### src/rtl/phase_seq.sv
// phase_seq: one-hot instruction-phase sequencer for the multi-cycle CPU core.
//
// Steps the core through N_PH phases. Phases can be skipped, the current phase
// can be stalled, and the core can halt and later restart. Every completed
// pass back to phase 0 retires one instruction, which is counted.
// Sequencing starts SYNC_DEPTH rising edges after n_rst is released.
//
// Ports
//   clk         in   1      clock, rising edge
//   n_rst       in   1      asynchronous active-low reset
//   hlt         in   1      halt request (RUN only)
//   stall       in   1      hold the current phase
//   run         in   1      restart request (HALT only)
//   skip        in   N_PH   skip[i]=1 bypasses phase i on advance; skip[0] has no effect
//   phase       out  N_PH   one-hot current phase, zero when idle/halted
//   ph_idx      out  IDX_W  binary index of the active phase, 0 when idle/halted
//   halted      out  1      high while halted
//   instr_done  out  1      one-cycle pulse, coincident with phase 0 after a wrap
//   instr_cnt   out  CNT_W  retired instructions since reset, wraps
module phase_seq #(
  parameter  int N_PH       = 5,
  parameter  int SYNC_DEPTH = 3,
  parameter  int CNT_W      = 16,
  localparam int IDX_W      = $clog2(N_PH)
) (
  input  logic             clk,
  input  logic             n_rst,
  input  logic             hlt,
  input  logic             stall,
  input  logic             run,
  input  logic [N_PH-1:0]  skip,
  output logic [N_PH-1:0]  phase,
  output logic [IDX_W-1:0] ph_idx,
  output logic             halted,
  output logic             instr_done,
  output logic [CNT_W-1:0] instr_cnt
);

  typedef enum logic [1:0] {
    ST_IDLE = 2'd0,
    ST_RUN  = 2'd1,
    ST_HALT = 2'd2
  } state_e;

  state_e                state_q, state_d;
  logic [N_PH-1:0]       phase_q, phase_d;
  logic                  instr_done_q, instr_done_d;
  logic [CNT_W-1:0]      cnt_q, cnt_d;
  logic [SYNC_DEPTH-1:0] sync_q, sync_d;

  logic                  start;
  logic [IDX_W-1:0]      cur_idx;
  logic [IDX_W-1:0]      nxt_idx;
  logic                  wrap;

  // Reset-release synchroniser: ones shift in after n_rst deasserts. The
  // 01 pattern at the top appears for exactly one cycle, so start is a pulse.
  assign sync_d = {sync_q[SYNC_DEPTH-2:0], 1'b1};
  assign start  = (sync_q[SYNC_DEPTH-1:SYNC_DEPTH-2] == 2'b01);

  // One-hot to binary; all-zero phase encodes to 0.
  always_comb begin
    cur_idx = '0;
    for (int i = 0; i < N_PH; i++) begin
      if (phase_q[i]) cur_idx = IDX_W'(i);
    end
  end

  // Lowest unskipped phase above the current one; the descending scan leaves
  // the lowest match last. j=0 can never exceed cur_idx, so skip[0] is inert
  // and "no match" falls out as index 0, i.e. a wrap.
  always_comb begin
    nxt_idx = '0;
    for (int j = N_PH - 1; j >= 0; j--) begin
      if (!skip[j] && (j > int'(cur_idx))) nxt_idx = IDX_W'(j);
    end
  end

  assign wrap = (nxt_idx == '0);

  // NOTE: every signal this block drives gets a default first, so no path
  // leaves one unassigned and no latch is inferred.
  always_comb begin
    state_d      = state_q;
    phase_d      = phase_q;
    instr_done_d = 1'b0;
    cnt_d        = cnt_q;
    unique case (state_q)
      ST_IDLE: begin
        if (start) begin
          state_d = ST_RUN;
          phase_d = N_PH'(1);
        end
      end
      ST_RUN: begin
        // hlt wins over stall, stall wins over advance.
        if (hlt) begin
          state_d = ST_HALT;
          phase_d = '0;
        end else if (!stall) begin
          phase_d = N_PH'(1) << nxt_idx;
          if (wrap) begin
            instr_done_d = 1'b1;
            cnt_d        = cnt_q + CNT_W'(1);
          end
        end
      end
      ST_HALT: begin
        if (run) begin
          state_d = ST_RUN;
          phase_d = N_PH'(1);
        end
      end
      default: begin
        state_d = ST_IDLE;
        phase_d = '0;
      end
    endcase
  end

  // NOTE: sequential state uses non-blocking assignments so every flop
  // samples pre-edge values regardless of statement order.
  always_ff @(posedge clk or negedge n_rst) begin
    if (!n_rst) begin
      state_q      <= ST_IDLE;
      phase_q      <= '0;
      instr_done_q <= 1'b0;
      cnt_q        <= '0;
      sync_q       <= '0;
    end else begin
      state_q      <= state_d;
      phase_q      <= phase_d;
      instr_done_q <= instr_done_d;
      cnt_q        <= cnt_d;
      sync_q       <= sync_d;
    end
  end

  assign phase      = phase_q;
  assign ph_idx     = cur_idx;
  assign halted     = (state_q == ST_HALT);
  assign instr_done = instr_done_q;
  assign instr_cnt  = cnt_q;

endmodule
### config.mk
export PLATFORM = sky130hd
export DESIGN_NAME = phase_seq
export DESIGN_NICKNAME = d
export VERILOG_FILES = /design/src/rtl/phase_seq.sv
export SDC_FILE = /design/constraint.sdc
export NUM_CORES = 1
export LEC_CHECK = 0
export ABC_AREA = 0
export CORE_MARGIN = 8
export CORE_UTILIZATION = 28
export DETAILED_ROUTE_END_ITERATION = 16
export PLACE_DENSITY = 0.62
export SYNTH_ARGS = -nofsm -noshare
export SYNTH_HDL_FRONTEND = slang
export SYNTH_SLANG_ARGS = --single-unit
### constraint.sdc
create_clock -name clk -period 2.4 [get_ports clk]
set_clock_uncertainty 0.05 [all_clocks]
set_input_delay 0.36 -clock clk [delete_from_list [all_inputs] [get_ports clk]]
set_output_delay 0.36 -clock clk [all_outputs]
set_load 0.01 [all_outputs]
==> out/metrics.csv, run 1 <==
metric;value;unit
DRT iter0 DRCs;29;
via count;1017;
port bufs;34;
Mapped Nets;137;
status;complete, no violations;
top cells by area, synth;dfrtp_1, xnor2_1, nand4_1;
Max VDD drop;354;uV
RR Startpoint;phase[4]$_DFFE_PN0P_;
Synth Flop Type;dfrtp_1;
CTS clk-pin slew, worst paths;0.09;ns
register area share after synthesis;50.8;%
Max Cap Viol;0;
first-pass GRT wire length;4.97;mm
final net count;177;
most frequent cells in the layout;clkdlybuf4s50_1, dfrtp_1, xnor2_1;
final core occ;38.3;%
Leak;0.720;nW
PD cells;667;nW/um2
Setup CP Type;register to output pin;
Placement Rows;25;
Filler Cells Inserted;471;
DRC;0;
Hold Fails Final Rpt;0;
Hold WC Path Type;register to register;
GRT Util Overall;8.36;%
worst-case reg-to-reg path depth;5;
largest net degree at the start of global routing;28;
die width;84.9;um
hold buffers post-CTS;0;
Worst-Skew Late Latency;0.27;ns
share of the synthesized area in the top cell type;50.8;%
Starting Density;28.5;%
arrival time at the worst endpoint;1.53;ns
Core ar.;4660;um2
Pre-antenna DRT Iters;4;
fin. max-slew vios;0;
synthesized area per cell;10.5;um2
synth unique cells;34;
EDFF count, synth;0;
routed wire length;2.84;mm
worst flop-to-flop path endpoint;instr_cnt[1]$_DFFE_PN0P_;
fin crit period;1.94;ns
TritonCTS Sinks;27;
DR vias/cell;4.64;
clock buffer depth;2;
asr flop ratio synth;100;%
CP max-delay cell;clkdlybuf4s50_1;
register-to-register path setup slack;0.77;ns
crit-path max FO;8;
synth-to-layout area growth;34.4;%
Syn Inst Count;126;
Worst setup SP type;register;
Hold Startpoint;sync_q[0]$_DFF_PN0_;
Synth area leader;dfrtp_1;
initial antenna violation count;0;
critical path's largest stage delay;0.54;ns
Req. time, crit path;1.99;ns
DIE AREA;7210;um2
TNS Setup;0;ns
Tot Pwr;1.19;mW
routability congestion estimate;0.770;
CP Capture Type;output pin;
period utilisation layout;80.8;%
layout cells sized above 1;9.70;%
global route total overflow;0;
Post-CTS Resized;0;
routed len/inst;12.9;um
CTS buffer count;3;
H-tree Lvls;1;
hold path cells;0;
commonest non-fill, non-tap cell in the layout;clkdlybuf4s50_1;
synthesized cell area;1330;um2
Fmax achieved;0.515;GHz
die height;84.9;um
YS warnings;0;
Final setup viols;0;
# diodes;0;
IO Pins;36;
FF+latch count, synth;27;
post-DP HPWL;2.09;mm
CTS root buf;clkbuf_8;
Worst Hold Path EP;sync_q[1]$_DFF_PN0_;
Critical Path, Cell by Cell;inv_1 -> a21oi_1 -> nor2_1 -> clkdlybuf4s50_1;
Post CTS Setup Buffer Count;0;
Routed Antenna Nets;0;
number of global-route vias before repair;1056;
TritonCTS clock tree;yes;
unrepaired setup endpoints after global routing;false;
[cells in the mapped netlist (all sizes together) (3+ instances only)]
master and n:
nand2 11, nor2b 4, nor2 12, xnor2 15, a21oi 3, nand4 10, and3 3, buf 3
nor3 6, inv 4, nand3 8, o21ai 4, dfrtp 27
[cell type report]
cell class	instances	area (um2)	share of cell area, %
Tap cell	54	67.6	3.78
Inverter	4	15.0	0.841
Clock buffer	4	45.0	2.52
Sequential cell	27	676	37.8
Multi-Input combinational cell	92	612	34.3
Timing Repair Buffer	38	370	20.7
[per-layer routing]
metal	up-vias	routed length [um]	track usage (%)
li1	514	-	-
met1	467	1380	11.0
met2	32	1190	11.8
met3	4	232	3.19
met4	0	30	3.72
met5	-	0	0
[state kept, by name (all words and copies together), names as in the netlist]
register    flops
instr_cnt      16
phase           5
sync_q          3
state_q         2
instr_done      1
[how the worst max path moves through the flow]
stage | start | to | depth (start not counted) | slack [ns]
final | phase[2]$_DFFE_PN0P_ | ph_idx[0] | 4 | 0.46
after global routing | phase[2]$_DFFE_PN0P_ | ph_idx[0] | 4 | 0.36
after CTS | phase[2]$_DFFE_PN0P_ | ph_idx[0] | 4 | 0.44
after detailed placement | hlt | instr_cnt[1]$_DFFE_PN0P_ | 5 | 0.35
after global placement | hlt | instr_cnt[1]$_DFFE_PN0P_ | 5 | 0.37
after floorplan | phase[4]$_DFFE_PN0P_ | instr_cnt[1]$_DFFE_PN0P_ | 5 | 0.88
[power breakdown]
| part | switching (mW) | internal, mW | total (mW) |
|---|---|---|---|
| clock | 0.140 | 0.119 | 0.259 |
| combinational | 0.172 | 0.193 | 0.366 |
| sequential | 0.0641 | 0.503 | 0.567 |
[per-stage QoR]
stage / setup slack [ns] / instance area (um2) / hold WS, ns / std cells
6_report: 0.460 / 1790 / 0.311 / 219
5_1_grt: 0.355 / 1790 / 0.321 / 219
4_1_cts: 0.440 / 1790 / 0.310 / 219
3_5_place_dp: 0.351 / 1740 / 0.288 / 215
3_3_place_gp: 0.370 / 1740 / 0.282 / 215
2_1_floorplan: 0.881 / 1330 / 0.0144 / 126
[cell families after synthesis]
family | Yosys count | synth area share, %
AO/OA/AOI/OAI | 11 | 6.21
XOR/XNOR | 15 | 9.89
adder cells (fa/ha/maj) | 1 | 0.941
buffers and inverters | 7 | 3.11
flip-flops | 27 | 50.8
multiplexers | 2 | 1.98
other | 1 | 0.282
AND/OR/NAND/NOR | 62 | 26.7
[critical path: cells and delay by family (launching register included)]
| family | cells | cell delay, ns |
|---|---|---|
| buffers and inverters | 2 | 0.63 |
| flip-flops | 1 | 0.49 |
| AND/OR/NAND/NOR | 1 | 0.08 |
| AO/OA/AOI/OAI | 1 | 0.06 |
Power figures use the tool's default switching activity.
==> inputs of run 2 (changes only) <==
PLACE_DENSITY = 0.64   (was 0.62)
clock period = 1.7 ns   (was 2.4 ns; I/O delays follow)
==> run 2 against run 1 <==
  * Worst setup slack lost 0.39 ns
  * Cell count up 6.4%
  * Sequential share of layout area is 2.0 points lower
==> out/metrics.csv, run 2 (synthesis gave the netlist of run 1 again) <==
metric;value;unit
hold path cells;0;
Cell Count, Final, Fillers Out;233;
Req. time, crit path;1.39;ns
# diodes;0;
synth-to-layout area growth;42.6;%
Max Cap Viol;0;
Setup CP Type;register to output pin;
Placement Rows;25;
DIE AREA;7210;um2
critical path's largest stage delay;0.53;ns
area of the multi-input gates;612;um2
fin. max-slew vios;0;
Filler Cells Inserted;455;
TNS Setup;0;ns
routed wire length;2.97;mm
RR Startpoint;phase[4]$_DFFE_PN0P_;
status;complete, no violations;
largest net degree at the start of global routing;28;
final worst hold slack;0.304;ns
H-tree Lvls;1;
post-placement cell count;225;
number of global-route vias before repair;1114;
GRT Util Overall;8.88;%
worst slack, placed;-0.115;ns
routed len/inst;12.8;um
routability congestion estimate;0.739;
worst flop-to-flop path endpoint;instr_cnt[1]$_DFFE_PN0P_;
Routed Antenna Nets;0;
Worst Hold Path EP;sync_q[1]$_DFF_PN0_;
post-DP HPWL;2.19;mm
die width;84.9;um
most frequent cells in the layout;clkdlybuf4s50_1, dfrtp_1, buf_4;
Final setup viols;0;
fin crit period;1.63;ns
Hold WC Path Type;register to register;
Fmax achieved;0.612;GHz
initial antenna violation count;0;
Core ar.;4660;um2
TritonCTS Sinks;27;
crit-path max FO;5;
clock buffer depth;2;
register-to-register path setup slack;0.15;ns
IO Pins;36;
commonest non-fill, non-tap cell in the layout;clkdlybuf4s50_1;
layout cells sized above 1;18.4;%
CTS buffer count;3;
CP max-delay cell;clkdlybuf4s50_1;
Leak;0.814;nW
Worst Slack Setup Final;0.0654;ns
final net count;191;
CP Capture Type;output pin;
max reg flops;16;
PD cells;903;nW/um2
Pre-antenna DRT Iters;4;
global route total overflow;0;
CTS root buf;clkbuf_8;
Worst setup SP type;register;
Critical Path, Cell by Cell;buf_4 -> clkdlybuf4s50_1;
Area after DPL;1820;um2
Hold Startpoint;sync_q[0]$_DFF_PN0_;
Reg area;679;um2
first-pass GRT wire length;5.22;mm
Hold Fails Final Rpt;0;
DRT iter0 DRCs;68;
port bufs;34;
worst-case reg-to-reg path depth;6;
DR vias/cell;4.60;
Starting Density;28.5;%
via count;1071;
Worst-Skew Late Latency;0.27;ns
unrepaired setup endpoints after global routing;false;
period utilisation layout;96.2;%
cell area after layout;1890;um2
die height;84.9;um
TritonCTS clock tree;yes;
arrival time at the worst endpoint;1.33;ns
DRC;0;
Max VDD drop;500;uV
Tot Pwr;1.71;mW
CTS clk-pin slew, worst paths;0.09;ns
final core occ;40.6;%
run 2: what timing repair did:
| item | 4_1_cts | 5_1_grt |
|---|---|---|
| resized for setup | 5 | 1 |
| hold endpoints to repair | 0 | 0 |
| hold buffers | 0 | 0 |
| endpoints found under the setup margin | 4 | 1 |
| buffers inserted | 2 | 2 |
run 2: power breakdown:
group          internal (mW)  switching (mW)  leakage [nW]
Clock                  0.168           0.191        0.0228
Combinational          0.294           0.261         0.433
Sequential             0.713          0.0828         0.358
run 2: per-layer routing:
metal	wire [um]	GRT usage, %
met5	0	0
met4	31	2.43
met3	248	4.44
met2	1250	13.7
met1	1440	10.6
run 2: final cells by class:
cell class / count / area share (%)
Clock buffer: 4 / 2.38
Multi-Input combinational cell: 92 / 32.3
Inverter: 4 / 0.793
Tap cell: 54 / 3.57
Timing Repair Buffer: 52 / 25.1
Sequential cell: 27 / 35.9
run 2: how the worst max path moves through the flow:
stage / from / end / slack (ns) / cells past startpoint
floorplan: phase[4]$_DFFE_PN0P_ / instr_cnt[1]$_DFFE_PN0P_ / 0.18 / 5
detailed placement: stall / phase[0]$_DFFE_PN0P_ / -0.12 / 5
global route: phase[2]$_DFFE_PN0P_ / phase[2] / 0.0009 / 2
global placement: stall / phase[0]$_DFFE_PN0P_ / -0.11 / 5
finish: phase[2]$_DFFE_PN0P_ / phase[2] / 0.07 / 2
CTS: phase[4]$_DFFE_PN0P_ / ph_idx[1] / 0.001 / 2
run 2: critical path: cells and delay by family, from the launching register on:
kind,cells,cell delay (ns)
buffers and inverters,2,0.67
flip-flops,1,0.39
